===== src/rtl/i2c_frame_tx.sv =====
// Frame packer/sequencer: serialises {6'b111111, opcode, A, B, ANS} MSB-first as 13 bytes
// into a byte-level I2C master and resends the whole frame after a NACK, up to RETRY_MAX times.
module i2c_frame_tx #(
  parameter logic [6:0] SLAVE_ADDR = 7'h07,
  parameter int         RETRY_MAX  = 3,
  parameter int         GAP_CYCLES = 1000
) (
  input  logic        clk,
  input  logic        rst_n,
  input  logic        req_valid,
  output logic        req_ready,
  input  logic [1:0]  req_opcode,
  input  logic [31:0] req_a,
  input  logic [31:0] req_b,
  input  logic [31:0] req_ans,
  output logic        m_start,
  output logic [6:0]  m_addr,
  output logic        m_byte_valid,
  output logic [7:0]  m_byte,
  output logic        m_byte_last,
  input  logic        m_byte_ready,
  input  logic        m_done,
  input  logic        m_nack,
  output logic        busy,
  output logic        frame_done,
  output logic        frame_err,
  output logic [1:0]  retry_cnt
);

  typedef enum logic [2:0] {
    IDLE      = 3'd0,
    START     = 3'd1,
    SEND      = 3'd2,
    WAIT_DONE = 3'd3,
    DONE      = 3'd4,
    GAP       = 3'd5,
    ERR       = 3'd6
  } state_t;

  localparam logic [3:0]  LAST_IDX  = 4'd12;
  localparam logic [1:0]  RETRY_LIM = 2'(RETRY_MAX);
  localparam logic [15:0] GAP_END   = 16'(GAP_CYCLES - 1);

  state_t        state_r, state_s, fail_state_s;
  logic [103:0]  frame_r, frame_s;
  logic [3:0]    idx_r, idx_s;
  logic [1:0]    retry_r, retry_s, fail_retry_s;
  logic [15:0]   gap_r, gap_s;

  logic          req_ready_r, m_start_r, m_byte_valid_r, m_byte_last_r;
  logic          busy_r, frame_done_r, frame_err_r;
  logic [7:0]    m_byte_r;

  // Byte idx of the frame, counted from the MSB end.
  function automatic logic [7:0] frame_byte(input logic [103:0] frame, input logic [3:0] idx);
    return 8'(frame >> (7'd96 - {idx, 3'b000}));
  endfunction

  // Next-state logic; a NACK or a premature m_done both take the fail path.
  always_comb begin
    state_s = state_r;
    frame_s = frame_r;
    idx_s   = idx_r;
    retry_s = retry_r;
    gap_s   = gap_r;
    if (retry_r < RETRY_LIM) begin
      fail_state_s = GAP;
      fail_retry_s = retry_r + 2'd1;
    end else begin
      fail_state_s = ERR;
      fail_retry_s = retry_r;
    end
    case (state_r)
      IDLE: begin
        if (req_valid) begin
          frame_s = {6'b111111, req_opcode, req_a, req_b, req_ans};
          idx_s   = 4'd0;
          retry_s = 2'd0;
          state_s = START;
        end else begin
          state_s = IDLE;
        end
      end
      START: begin
        idx_s   = 4'd0;
        state_s = SEND;
      end
      SEND: begin
        if (m_done) begin
          state_s = fail_state_s;
          retry_s = fail_retry_s;
          idx_s   = 4'd0;
          gap_s   = 16'd0;
        end else if (m_byte_ready) begin
          if (idx_r == LAST_IDX) begin
            state_s = WAIT_DONE;
          end else begin
            idx_s = idx_r + 4'd1;
          end
        end else begin
          state_s = SEND;
        end
      end
      WAIT_DONE: begin
        if (m_done && m_nack) begin
          state_s = fail_state_s;
          retry_s = fail_retry_s;
          idx_s   = 4'd0;
          gap_s   = 16'd0;
        end else if (m_done) begin
          state_s = DONE;
        end else begin
          state_s = WAIT_DONE;
        end
      end
      GAP: begin
        if (gap_r == GAP_END) begin
          state_s = START;
        end else begin
          gap_s = gap_r + 16'd1;
        end
      end
      DONE:    state_s = IDLE;
      ERR:     state_s = IDLE;
      default: state_s = IDLE;
    endcase
  end

  // State and datapath registers.
  always_ff @(posedge clk or negedge rst_n) begin
    if (!rst_n) begin
      state_r <= IDLE;
      frame_r <= 104'd0;
      idx_r   <= 4'd0;
      retry_r <= 2'd0;
      gap_r   <= 16'd0;
    end else begin
      state_r <= state_s;
      frame_r <= frame_s;
      idx_r   <= idx_s;
      retry_r <= retry_s;
      gap_r   <= gap_s;
    end
  end

  // Outputs are decoded from the next state so every port comes straight from a flop.
  always_ff @(posedge clk or negedge rst_n) begin
    if (!rst_n) begin
      req_ready_r    <= 1'b1;
      m_start_r      <= 1'b0;
      m_byte_valid_r <= 1'b0;
      m_byte_r       <= 8'h00;
      m_byte_last_r  <= 1'b0;
      busy_r         <= 1'b0;
      frame_done_r   <= 1'b0;
      frame_err_r    <= 1'b0;
    end else begin
      req_ready_r    <= (state_s == IDLE);
      m_start_r      <= (state_s == START);
      m_byte_valid_r <= (state_s == SEND);
      m_byte_r       <= (state_s == SEND) ? frame_byte(frame_s, idx_s) : 8'h00;
      m_byte_last_r  <= (state_s == SEND) && (idx_s == LAST_IDX);
      busy_r         <= (state_s != IDLE);
      frame_done_r   <= (state_s == DONE);
      frame_err_r    <= (state_s == ERR);
    end
  end

  assign req_ready    = req_ready_r;
  assign m_start      = m_start_r;
  assign m_addr       = SLAVE_ADDR;
  assign m_byte_valid = m_byte_valid_r;
  assign m_byte       = m_byte_r;
  assign m_byte_last  = m_byte_last_r;
  assign busy         = busy_r;
  assign frame_done   = frame_done_r;
  assign frame_err    = frame_err_r;
  assign retry_cnt    = retry_r;

endmodule


===== config.mk =====
export PLATFORM = sky130hd
export DESIGN_NAME = i2c_frame_tx
export DESIGN_NICKNAME = d
export VERILOG_FILES = /design/src/rtl/i2c_frame_tx.sv
export SDC_FILE = /design/constraint.sdc
export NUM_CORES = 1
export LEC_CHECK = 0
export ABC_CLOCK_PERIOD_IN_PS = 3600
export CORE_AREA = 3 3 114 137
export DETAILED_ROUTE_END_ITERATION = 12
export DIE_AREA = 0 0 117 140
export PLACE_DENSITY = 0.75
export SYNTH_ARGS = -nofsm -noshare
export SYNTH_HDL_FRONTEND = slang
export SYNTH_SLANG_ARGS = --single-unit

===== constraint.sdc =====
create_clock -name clk -period 3.6 [get_ports clk]
set_input_delay 0.36 -clock clk [delete_from_list [all_inputs] [get_ports clk]]
set_output_delay 0.36 -clock clk [all_outputs]
set_load 0.1 [all_outputs]

## Word level (Yosys, flattened, before mapping)

Index checks and enable logic that the tools add are counted.

| word-level totals | value |
|---|---|
| bits in read-only memories | 0 |
| latch bits | 0 |
| memories kept | 0 |
| logic and storage cells | 70 |
| bits in writable memories | 0 |
| input port bits | 104 |
| output and inout port bits | 24 |
| bits in registers | 144 |

| cells by class | value |
|---|---|
| bitwise gates (word level) | 0 |
| $lt $le $gt $ge | 1 |
| $mul | 0 |
| mux-type cells | 27 |
| equal/unequal tests | 15 |
| shifts and indexed selects | 1 |
| reductions and logical operators | 9 |
| $add $sub $neg | 4 |
| divide/modulo/power cells | 0 |

Operator list:

| kind | count |
|---|---|
| 104-bit 2-to-1 mux | 2 |
| 104-bit by 7-bit right shift with 8-bit output | 1 |
| 16-bit 2-to-1 mux | 3 |
| 16-bit one-hot mux with 3 select lines | 1 |
| 4-bit 2-to-1 mux | 5 |
| 3-bit 2-to-1 mux | 6 |
| 16-bit by 1-bit adder with 16-bit output, second input constant | 1 |
| 16-bit by 10-bit == test with 1-bit output, second input constant | 1 |
| 4-bit one-hot mux with 4 select lines | 1 |
| 3-bit one-hot mux with 5 select lines | 1 |
| 2-bit 2-to-1 mux | 5 |
| 3-bit by 2-bit == test with 1-bit output, second input constant | 3 |
| 3-bit == test, second input constant | 3 |
| 3-bit nonzero test | 3 |
| 4-bit == test, second input constant | 2 |
| 8-bit 2-to-1 mux | 1 |
| 2-bit inequality test, second input constant | 4 |
| 4-bit AND reduction | 2 |
| 7-bit subtractor, first input constant | 1 |
| 3-bit by 1-bit == test with 1-bit output, second input constant | 2 |
| 3-bit logical NOT | 2 |
| 2-bit one-hot mux with 3 select lines | 1 |
| 4-bit by 1-bit adder with 4-bit output, second input constant | 1 |
| 2-bit by 1-bit adder with 2-bit output, second input constant | 1 |
| 3 further kinds | 4 |

## Depth between registers and ports, before layout

| logic depth | value |
|---|---|
| depth after elaboration | 8 |
| depth in mapped cells | 14 |
| gate-level depth less buffers | 11 |

## Worst setup path after synthesis

Ideal clock, no wire load.

| timing | value |
|---|---|
| path type | reg2reg |
| start point | register state_r[2] |
| end point | register m_byte_r[5] (netlist: m_byte[5]) |
| library setup time | 119 ps |
| required time | 3481 ps |
| path slack | 164 ps |
| clock period less this slack | 3436 ps |
| cell stages (with the launch flop) | 12 |
| path buffers | 4 |
| data arrival time | 3317 ps |
| path through | dfrtp_1 buf_4 nor4b_4 o211ai_1 o211a_4 clkbuf_1 ha_1 clkbuf_1 clkbuf_1 mux4_2 mux4_1 and2_1 |

| on the way | value |
|---|---|
| cells in the longest elaborated chain, start to end | 6 |
| elaborated cells on any way between the ends | 16 |
| those cells by class | 1 x add/sub; 5 x eq/ne; 1 x shift; 8 x mux; 1 x reduce/logical |

RTL lines:

| item | line | RTL |
|---|---|---|
| start, declared | 44 | `state_t state_r, state_s, fail_state_s;` |
| start signal, assigned | 138 | `state_r <= state_s;` |
| branches (longest 5 deep; another with 7-bit subtractor) | -- |  |
| 8-bit 2-to-1 mux * | 161 | `m_byte_r <= (state_s == SEND) ? frame_byte(frame_s, idx_s) : 8'h00;` |
| end signal, assigned | 161 |  |
| end, declared | 52 | `logic [7:0] m_byte_r;` |

Mark *: on every way between the ends.
A chain may end at the register's enable or synchronous reset.

## Worst setup path in the final report

| timing | value |
|---|---|
| start point | register state_r[0] |
| end point | register m_byte_r[5] (netlist: m_byte[5]) |

Same word-level chain as after synthesis.

==> metrics.cfg <==
[global_route]
grt_pass1_wl_um=24500
grt_start_max_net_pins=102
overflow=0
grt_pass1_vias=4810
grt.total_usage_pct=19.6
antenna_found_initial=0

[timing]
hold_violations=0
rsz0062_at_grt=false
tightest_slew_ns=1.02
relSlewSlack_pct=32.0
finalSetupTns_ns=0
period_share_pct=91.1
setup_viol=0
hold-worst-slack_ns=0.0280
max_freq_mhz=305
drv_slew=0
skew_ns=0.00874
final.min_clock_period_ns=3.28

[finish]
antennaDiodeCount=0
drive_gt1_share_pct=29.5
finalNonFillerCells=788
fillers=1113
nets=710
areaGrowthSynthToFinish_pct=29.4

[floorplanning]
die_area_um2=16400
chipHeight_um=140
die_w_um=117
pin_count=128
coreArea_um2=14400
floorplan.initialDensity_pct=46.5
rows=48

[logic_synthesis]
async_reset_ff_share_pct=100
ys_warn_count=0
ys_seq_elements=144
yosys.area.top_type=dfrtp_1
netlist.area_leader.share_pct=53.4
synth_commonest_cells=dfrtp_1, mux2_2, mux4_2, nor2_1, nand3_1
syn_avg_cell_area_um2=14.1
seq_area_frac_synth_pct=53.8
ys_types=51
yosys.cell_count.top_type=dfrtp_1
ys.flop_type=dfrtp_1
synth_cells=477
ys_top_cells_by_area=dfrtp_1, mux2_2, mux4_2, mux4_1, nand3_1
synth_edf_count=0
synthesis.area_um2=6700

[routing]
drt_pre_antenna_iters=4
routedWlPerCell_um=18.9
drt_iter0_drc=362
drtAntennaViolNets=0
drt-total-wl_um=14900
avgViaCountPerCell=5.48
vias=4318
drcViolationCount=0

[flow_run]
drv_cap=0

[power]
ir_worst_vdd_uv=395
power_density_nw_per_um2=874
p_leak_nw=3.54

[setup_path]
worstPathArrival_ns=3.58
end_kind=register
r2r_start=state_r[0]
startpoint_type=register
cp_data_required_time_ns=3.90
worstSetupStartpoint=state_r[0]
worstPathMaxFanout=27
critical_path_class=register to register

[placement]
place_congestion=0.812
dp_hpwl_um=10900
dp_cells=757
portBuffers=120

[clock_tree]
post_cts_resized=0
cts_setup_buffers=0
cts_buffers=17
cts_root_buf=clkbuf_16
cts.sinks=144
cts_tree=done
cts_hold_buf=0
htree_levels=4
worstSkewPairLatency_ns=0.42
cts_buffer_depth=2
clkTransAtPathRegs_ns=0.06

[run_status]
status=complete, no violations

[hold_path]
hold_path_class=primary input to asynchronous set/reset pin

==> kinds of logic (layout without fill, tap and decap cells) <==
group	after synthesis	count (layout)	synth area share, %
other	2	7	0.112
adders and majority gates	5	5	0.933
and+or+nand+nor	108	108	9.39
xor gates and xnor gates	10	10	1.42
DFF	144	144	53.8
AOI/OAI and AO/OA	40	40	4.07
muxes	127	127	26.4
buffers and inverters	41	172	3.88
==> worst paths after layout <==
| kind | slack (ns) | depth (start not counted) | end |
|---|---|---|---|
| worst max register to register | 0.32 | 9 | m_byte[5] |
| max in group asynchronous | 2.60 | 2 | req_ready |
| worst max-delay path | 0.32 | 9 | m_byte[5] |
| worst min register to register | 0.44 | 1 | frame_r[100] |
| min in group clk | 0.44 | 1 | frame_r[100] |
| worst min-delay path | 0.03 | 1 | gap_r[14] |
==> stage by stage <==
| stage | util [%] | worst slack [ns] | power, mW | area (um2) |
|---|---|---|---|---|
| floorplan | - | 0.164 | 5.00 | 6720 |
| global placement | 55.9 | 0.218 | 5.68 | 8050 |
| detailed placement | 55.9 | 0.115 | 5.80 | 8050 |
| CTS | 60.2 | 0.305 | 7.66 | 8670 |
| global route | 60.2 | 0.0589 | 8.01 | 8670 |
| finish | 60.2 | 0.322 | 7.58 | 8670 |
==> where the power goes <==
part	internal, mW	switching, mW	leakage [nW]
logic	1.60	1.62	1.50
registers	2.29	0.247	1.74
clock network	1.19	0.641	0.296
total	5.08	2.51	3.54
==> registers in the layout (all words and copies together), names as in the netlist <==
register	count
busy	1
gap_r	16
m_byte	8
frame_r	104
retry_cnt	2
idx_r	4
req_ready	1
frame_done	1
frame_err	1
state_r	3
m_byte_last	1
m_byte_valid	1
m_start	1
==> placed cells by master (no fill, tap or decap), types with 3 or more instances in the layout <==
cell type | Yosys | routed
bufinv_16 | 0 | 4
or2_2 | 6 | 6
mux4_1 | 4 | 4
a21oi_1 | 7 | 7
o41ai_1 | 3 | 3
or3_1 | 3 | 3
clkdlybuf4s50_1 | 0 | 119
a31oi_1 | 3 | 3
ha_1 | 5 | 5
nor2_1 | 24 | 24
xor2_1 | 6 | 5
nand4_1 | 6 | 6
and2_1 | 9 | 9
buf_12 | 1 | 3
nand3_1 | 18 | 18
and4_1 | 3 | 3
nor4_1 | 3 | 3
o21ai_0 | 15 | 15
mux2_2 | 98 | 98
xnor2_1 | 3 | 3
conb_1 | 2 | 7
clkbuf_1 | 9 | 3
nor3_1 | 4 | 4
mux4_2 | 25 | 25
and3_1 | 11 | 11
dfrtp_1 | 143 | 143
nand2_1 | 8 | 8
buf_4 | 8 | 7
inv_1 | 10 | 10
clkbuf_16 | 0 | 17
==> routing by layer <==
metal | wire (um) | GRT usage [%]
met5 | 0 | 0
met4 | 310 | 6.76
met3 | 708 | 4.54
met2 | 7750 | 32.3
met1 | 6150 | 25.4
==> final cells by class <==
| class | instances | area (um2) | area share (%) |
|---|---|---|---|
| Clock buffer | 22 | 464 | 5.35 |
| Clock inverter | 9 | 158 | 1.82 |
| Inverter | 11 | 48.8 | 0.563 |
| Multi-Input combinational cell | 297 | 2870 | 33.0 |
| Sequential cell | 144 | 3600 | 41.6 |
| Tap cell | 175 | 219 | 2.52 |
| Timing Repair Buffer | 130 | 1320 | 15.2 |
==> worst max-delay path, cell delays in order (launching register included) <==
cell      delay, ns
dfrtp_1        0.55
nor4b_4        0.58
o211ai_1       0.19
o211a_4        0.25
ha_1           0.34
buf_12         0.19
inv_1          0.21
and3_1         0.21
mux4_1         0.47
and2_1         0.16
No activity file was read; power rests on OpenSTA's default activity.
